<file path="src/rtl/uart_cmd_pkg.sv">
// Shared types and constants for the UART command sequencer.
package uart_cmd_pkg;

    typedef enum logic [2:0] {
        S_IDLE,
        S_WR_ADDR,
        S_WR_DATA,
        S_RD_ADDR,
        S_RD_WAIT,
        S_TX_SEND
    } state_t;

    localparam logic [7:0] CMD_WR_DEF = 8'hAA;
    localparam logic [7:0] CMD_RD_DEF = 8'hBB;
    localparam int         CNT_W      = 8;

endpackage

</file>
<file path="src/rtl/uart_byte_strobe.sv">
// Turns the rx_valid level into a one-cycle byte strobe and samples the byte
// and its error flags on the 0->1 transition.
module uart_byte_strobe #(
    parameter int DATA_WIDTH = 8
) (
    input  logic                  clk,
    input  logic                  rst,
    input  logic [DATA_WIDTH-1:0] rx_data,
    input  logic                  rx_valid,
    input  logic                  rx_parity_err,
    input  logic                  rx_stop_err,
    output logic                  byte_stb,
    output logic [DATA_WIDTH-1:0] byte_data,
    output logic                  byte_perr,
    output logic                  byte_serr
);

    logic valid_q;
    logic rise;

    assign rise = rx_valid & ~valid_q;

    always_ff @(posedge clk or negedge rst) begin
        if (!rst) begin
            valid_q   <= 1'b0;
            byte_stb  <= 1'b0;
            byte_data <= '0;
            byte_perr <= 1'b0;
            byte_serr <= 1'b0;
        end else begin
            valid_q  <= rx_valid;
            byte_stb <= rise;
            if (rise) begin
                byte_data <= rx_data;
                byte_perr <= rx_parity_err;
                byte_serr <= rx_stop_err;
            end
        end
    end

endmodule

</file>
<file path="src/rtl/uart_cmd_ctrl.sv">
// Frame sequencer: received bytes -> register-file writes/reads, read data -> tx.
// Build option: define RX_ERR_DROP_EN to abort frames on bytes with rx errors.
module uart_cmd_ctrl
    import uart_cmd_pkg::*;
#(
    parameter int                    DATA_WIDTH = 8,
    parameter int                    ADDR_WIDTH = 4,
    parameter logic [DATA_WIDTH-1:0] CMD_WR     = DATA_WIDTH'(CMD_WR_DEF),
    parameter logic [DATA_WIDTH-1:0] CMD_RD     = DATA_WIDTH'(CMD_RD_DEF),
    parameter int                    RD_TIMEOUT = 15
) (
    input  logic                  clk,
    input  logic                  rst,
    input  logic [DATA_WIDTH-1:0] rx_data,
    input  logic                  rx_valid,
    input  logic                  rx_parity_err,
    input  logic                  rx_stop_err,
    output logic [ADDR_WIDTH-1:0] rf_addr,
    output logic                  rf_wr_en,
    output logic [DATA_WIDTH-1:0] rf_wr_data,
    output logic                  rf_rd_en,
    input  logic [DATA_WIDTH-1:0] rf_rd_data,
    input  logic                  rf_rd_valid,
    output logic [DATA_WIDTH-1:0] tx_data,
    output logic                  tx_valid,
    input  logic                  tx_busy,
    output logic                  frame_err,
    output logic                  busy
);

    localparam logic [CNT_W-1:0] TO_LAST = CNT_W'(RD_TIMEOUT - 1);
    localparam logic [CNT_W-1:0] CNT_MAX = '1;

    state_t                state, state_d;
    logic                  byte_stb, byte_perr, byte_serr, drop;
    logic [DATA_WIDTH-1:0] byte_data;
    logic [CNT_W-1:0]      cnt;
    logic                  timeout;
    logic                  wr_d, rd_d, tx_d, err_d;
    logic                  addr_ld, wdata_ld, tx_ld, cnt_clr;

    uart_byte_strobe #(.DATA_WIDTH(DATA_WIDTH)) u_strobe (
        .clk           (clk),
        .rst           (rst),
        .rx_data       (rx_data),
        .rx_valid      (rx_valid),
        .rx_parity_err (rx_parity_err),
        .rx_stop_err   (rx_stop_err),
        .byte_stb      (byte_stb),
        .byte_data     (byte_data),
        .byte_perr     (byte_perr),
        .byte_serr     (byte_serr)
    );

`ifdef RX_ERR_DROP_EN
    assign drop = byte_stb & (byte_perr | byte_serr);
`else
    logic unused_err;
    assign unused_err = byte_perr ^ byte_serr;
    assign drop       = 1'b0;
`endif

    assign timeout = (cnt >= TO_LAST);
    assign busy    = (state != S_IDLE);

    always_ff @(posedge clk or negedge rst) begin
        if (!rst) state <= S_IDLE;
        else      state <= state_d;
    end

    always_comb begin
        state_d = state;
        case (state)
            S_IDLE: begin
                if (byte_stb && byte_data == CMD_WR)      state_d = S_WR_ADDR;
                else if (byte_stb && byte_data == CMD_RD) state_d = S_RD_ADDR;
            end
            S_WR_ADDR: if (byte_stb) state_d = S_WR_DATA;
            S_WR_DATA: if (byte_stb) state_d = S_IDLE;
            S_RD_ADDR: if (byte_stb) state_d = S_RD_WAIT;
            S_RD_WAIT: begin
                if (rf_rd_valid)  state_d = S_TX_SEND;
                else if (timeout) state_d = S_IDLE;
            end
            S_TX_SEND: if (!tx_busy) state_d = S_IDLE;
            default:   state_d = S_IDLE;
        endcase
        if (drop) state_d = S_IDLE;
    end

    always_comb begin
        wr_d     = 1'b0;
        rd_d     = 1'b0;
        tx_d     = 1'b0;
        err_d    = 1'b0;
        addr_ld  = 1'b0;
        wdata_ld = 1'b0;
        tx_ld    = 1'b0;
        cnt_clr  = 1'b0;
        case (state)
            S_IDLE:    err_d = byte_stb && byte_data != CMD_WR && byte_data != CMD_RD;
            S_WR_ADDR: addr_ld = byte_stb;
            S_WR_DATA: begin
                wdata_ld = byte_stb;
                wr_d     = byte_stb;
            end
            S_RD_ADDR: begin
                addr_ld = byte_stb;
                rd_d    = byte_stb;
                cnt_clr = byte_stb;
            end
            S_RD_WAIT: begin
                tx_ld = rf_rd_valid;
                err_d = byte_stb || (!rf_rd_valid && timeout);
            end
            S_TX_SEND: begin
                tx_d  = !tx_busy;
                err_d = byte_stb;
            end
            default: ;
        endcase
        // A bad byte kills the whole frame, including any strobe it would have caused.
        if (drop) begin
            err_d    = 1'b1;
            wr_d     = 1'b0;
            rd_d     = 1'b0;
            tx_d     = 1'b0;
            addr_ld  = 1'b0;
            wdata_ld = 1'b0;
            tx_ld    = 1'b0;
        end
    end

    always_ff @(posedge clk or negedge rst) begin
        if (!rst) begin
            cnt <= '0;
        end else if (cnt_clr) begin
            cnt <= '0;
        end else if (state == S_RD_WAIT && cnt != CNT_MAX) begin
            cnt <= cnt + 1'b1;
        end
    end

    // frame_err is suppressed right after a pulse so it never runs two cycles.
    always_ff @(posedge clk or negedge rst) begin
        if (!rst) begin
            rf_addr    <= '0;
            rf_wr_data <= '0;
            tx_data    <= '0;
            rf_wr_en   <= 1'b0;
            rf_rd_en   <= 1'b0;
            tx_valid   <= 1'b0;
            frame_err  <= 1'b0;
        end else begin
            rf_wr_en  <= wr_d;
            rf_rd_en  <= rd_d;
            tx_valid  <= tx_d;
            frame_err <= err_d & ~frame_err;
            if (addr_ld)  rf_addr    <= byte_data[ADDR_WIDTH-1:0];
            if (wdata_ld) rf_wr_data <= byte_data;
            if (tx_ld)    tx_data    <= rf_rd_data;
        end
    end

endmodule

</file>
<file path="config.mk">
export PLATFORM = sky130hd
export DESIGN_NAME = uart_cmd_ctrl
export DESIGN_NICKNAME = d
export VERILOG_FILES = /design/src/rtl/uart_cmd_pkg.sv /design/src/rtl/uart_byte_strobe.sv /design/src/rtl/uart_cmd_ctrl.sv
export SDC_FILE = /design/constraint.sdc
export NUM_CORES = 1
export LEC_CHECK = 0
export CORE_MARGIN = 2
export CORE_UTILIZATION = 49
export CTS_CLUSTER_DIAMETER = 50
export CTS_CLUSTER_SIZE = 16
export DETAILED_ROUTE_END_ITERATION = 6
export PLACE_DENSITY = 0.79
export SLEW_MARGIN = 20
export SYNTH_ARGS = -nofsm -noshare
export SYNTH_HDL_FRONTEND = slang
export SYNTH_SLANG_ARGS = --single-unit
</file>
<file path="constraint.sdc">
create_clock -name clk -period 2 [get_ports clk]
set_input_delay 0.4 -clock clk [delete_from_list [all_inputs] [get_ports clk]]
set_output_delay 0.4 -clock clk [all_outputs]
set_load 0.1 [all_outputs]
</file>
# Yosys cells after proc, flatten, opt, wreduce, memory -nomap -nowiden
# Index checks and enable logic that the tools add are counted.
# totals
ff_bits	45
# classes
n_addsub	1
order_cmp	1
eq_ne	16
mux	17
n_bitwise	4
n_reduce_logical	14
# op_table
cell	count
3-bit two-way mux	8
8-bit inequality test, second input constant	3
3-bit case mux with 6 select lines	1
8-bit == test, second input constant	2
8-bit two-way mux	2
8-bit by 1-bit adder with 8-bit output, second input constant	1
8-bit by 4-bit >= comparator with 1-bit output, second input constant	1
3-bit by 2-bit == test with 1-bit output, second input constant	2
3-bit == test, second input constant	2
1-bit logical AND	6
2-bit by 1-bit inequality test with 1-bit output, second input constant	3
3-bit inequality test, second input constant	2
6-bit AND reduction	1
1-bit two-way mux	5
3-bit by 1-bit == test with 1-bit output, second input constant	1
3-bit zero test	1
1-bit case mux with 3 select lines	1
3-bit nonzero test	1
1-bit bitwise AND	2
1-bit zero test	2
2-bit inequality test, second input constant	1
1-bit inverter	2
2-bit nonzero test	1
2-bit OR reduction	1
1-bit logical OR	1

# Depth between registers and ports, before layout
# logic_depth
word_depth	5
ltp_mapped	6

# Modules after synthesis
# From an unflattened synthesis, not the netlist that was laid out.
# unflattened
hier_cells	151
hier_area_um2	2072.0
# by_module_without_submodules
mod	instances	cells_each	area_per_inst_um2	seq_area_each_um2
uart_cmd_ctrl	1	127	1591.5	875.8
uart_byte_strobe	1	24	480.5	300.3

# Least setup slack after synthesis
# OpenSTA, ideal clock, no wires.
# synth_timing
path_kind	register to register
start	reg state[2]
end	reg state[0]
setup_time_ps	125
t_arrival_ps	2031
t_required_ps	1875
path_slack_ps	-156
path_stages_with_launch	6
path_buffers	1
cell_sequence	dfrtp_1 -> buf_6 -> or3_1 -> a31oi_1 -> a211o_1 -> mux2_2
# synth_between
elab_chain_cells	3
elab_cells_between_ends	14
cone_classes	eq/ne: 11; mux: 1; reduce/logical: 2
# synth_rtl
element	line_no	source
from (decl)	uart_cmd_ctrl.sv:34	state_t state, state_d;
from (signal assigned)	uart_cmd_ctrl.sv:68	else state <= state_d;
3-bit == test (tied with other cells)	uart_cmd_ctrl.sv:73	case (state)
3-bit inequality test (no source line) (tied with other cells)	--	
6-bit AND reduction (no source line)	--	
# Several ways; a longest one is shown, not always the timed one.
# A chain may end at the register's enable or synchronous reset.

# Worst setup path after layout
# layout_timing
start	reg state[2]
end	reg tx_data[5]
# layout_between
elab_chain_cells	2
# layout_rtl
element	line_no	source
3-bit == test	uart_cmd_ctrl.sv:100	case (state)
1-bit two-way mux	uart_cmd_ctrl.sv:100	
to (signal assigned)	uart_cmd_ctrl.sv:161	if (tx_ld) tx_data <= rf_rd_data;
to (decl)	uart_cmd_ctrl.sv:24	output logic [DATA_WIDTH-1:0] tx_data,
# Every way passes these cells.

==> flow_summary.yaml <==
synthesis:
  synth_edf_count: 0
  synth_cell_types: 40
  netlist_instances: 153
  synth_flop_cell: "dfrtp_1"
  ys_warn_count: 0
  synth_nets: 178
  ys_seq_elements: 45
  async_flop_share_pct: 100
  avgSynthCellArea_um2: 12.9
  yosysSeqAreaShare_pct: 57.3
  synth_area_um2: 1970
global_routing:
  track_usage_pct: 17.9
  antenna_found_initial: 0
  grt_start_max_net_pins: 46
  globalRouteOverflowTotal: 0
  grt_pass1_wl_um: 5930
  grt_pass1_vias: 1314
worst_setup_path:
  cp-startpoint: "state[2]"
  setup.worst_path.class: "flop to flop"
  arrival_ps: 1980
  r2r_start: "state[2]"
  critical_path.endpoint_type: "flop"
  crit_path_max_fanout: 10
  worstSetupStartpointType: "flop"
  required_ps: 2180
clock_network:
  h-tree-depth: 2
  cts_buffer_depth: 2
  root_buffer: "clkbuf_8"
  postCtsSetupBuffers: 0
  clk_latency_ps: 290
  ctsHoldBuffers: 0
  clk_pin_slew_ps: 80
  cts_tree: "built"
  cts_buffers: 5
  cts_resized: 0
  cts_sinks: 45
route:
  drcViolationCount: 0
  drtAntennaViolNets: 0
  wl_per_cell_um: 14.7
  vias: 1355
  wirelength_um: 3710
  drt_iter0_markers: 91
  firstDrtPassIters: 4
  via_per_inst: 5.38
run_status:
  status: "finished clean"
die:
  die_area_um2: 4540
  die-width_um: 67.4
  rows: 23
  initial_core_util_pct: 49.9
  die_y_um: 67.4
  fp.coreArea_um2: 3940
  io_pins: 48
sta:
  finalCriticalPeriod_ps: 1800
  hold_viol_final: 0
  slew_violations: 0
  setup_viol: 0
  fin_crit_sh_pct: 89.8
  maxSlewHeadroom_pct: 63.6
  tightest_slew_ps: 545
  layout_setup_ws_ps: 203
  finalSetupTns_ps: 0
  fmax_mhz: 557
  rsz0062_at_grt: "false"
  clock_skew_ps: 10.3
placement:
  pre_cts_ws_ps: 115
  numPortBuffers: 45
  hpwl_um: 2740
  routabilityCongestion: 0.864
finish:
  area_delta_synth_final_pct: 27.2
  final_common_cell: "dfrtp_1"
  antennaDiodeCount: 0
  n_fill_cell: 316
  final_nets: 227
  final_cell_mix: "45 x dfrtp_1, 30 x mux2_2, 28 x buf_4"
  drive_gt1_share_pct: 34.2
min_path:
  hp-class: "input port to async pin"
job:
  drv_cap: 0
synth_stat cells, types with 2 or more instances:
master,instances,area (um2)
nor2b_1,4,25.0
nor2_1,10,37.5
buf_2,4,20.0
and3_1,2,12.5
a311oi_1,2,17.5
dfrtp_1,45,1130
nor4_1,2,12.5
clkbuf_1,2,7.51
xor2_1,2,17.5
inv_1,3,11.3
xnor2_1,2,17.5
mux2_2,30,338
o21ai_0,3,15.0
nand4_1,3,18.8
or3_1,3,18.8
a211oi_1,2,15.0
nand2_1,6,22.5
ha_1,2,25.0
a21oi_1,5,25.0
through the flow:
step | cells | util, % | area [um2] | hold slack [ps]
floorplan | 153 | - | 1970 | 104
global placement | 245 | 61.4 | 2420 | 446
detailed placement | 245 | 61.4 | 2420 | 444
CTS | 252 | 63.5 | 2500 | 192
global route | 252 | 63.5 | 2500 | 219
finish | 252 | 63.5 | 2500 | 178
worst max-delay path, cell delays in order, from the launching register on:
cell and delay [ps]:
dfrtp_1 520, nor3b_4 360, and2_1 430, mux2_2 380
state kept, by name, indices dropped and copies added (netlist names):
name                count
cnt                     8
frame_err               1
rf_addr                 4
rf_rd_en                1
rf_wr_data              8
rf_wr_en                1
state                   3
tx_data                 8
tx_valid                1
u_strobe.byte_data      8
u_strobe.byte_stb       1
u_strobe.valid_q        1
layer usage:
| metal | GRT usage (%) | part of all wire, % | vias to the layer above | wire length (um) |
|---|---|---|---|---|
| met3 | 5.33 | 3.3 | 4 | 124 |
| li1 | - | - | 647 | - |
| met4 | 7.91 | 1.4 | 0 | 51 |
| met5 | 0 | 0 | - | 0 |
| met2 | 30.3 | 53 | 26 | 1950 |
| met1 | 20.9 | 43 | 678 | 1580 |
path summary, 6_finish.rpt:
check / depth (start not counted) / to / slack (ps)
max: 3 / tx_data[5] / 200
min: 2 / rf_wr_data[0] / 180
max reg2reg: 3 / tx_data[5] / 200
min reg2reg: 1 / frame_err / 450
max in group asynchronous: 2 / rf_wr_en / 1460
min in group clk: 1 / frame_err / 450
logic make-up (layout without fill, tap and decap cells):
group                    count (synthesis)  in the layout  share of synthesized area (%)
adder cells (fa/ha/maj)                  2              2                           1.27
AO/OA/AOI/OAI                           19             19                           6.68
AND/OR/NAND/NOR                         42             42                           12.8
multiplexers                            31             31                           17.7
XOR/XNOR                                 4              4                           1.78
buffers and inverters                   10             59                           2.54
flip-flops                              45             45                           57.3
layout make-up:
type                       instances  area [um2]  share of cell area [%]
sequential                        45        1130                    45.0
multi-input combinational         98         796                    31.8
timing repair buffer              49         425                    17.0
clock buffer                       6        72.6                    2.90
tap                               50        62.6                    2.50
inverter                           3        11.3                   0.450
clock inverter                     1        8.76                   0.350
Power is not shown: default switching activity piles up to over one toggle a cycle in this logic, so the estimate is an artifact.
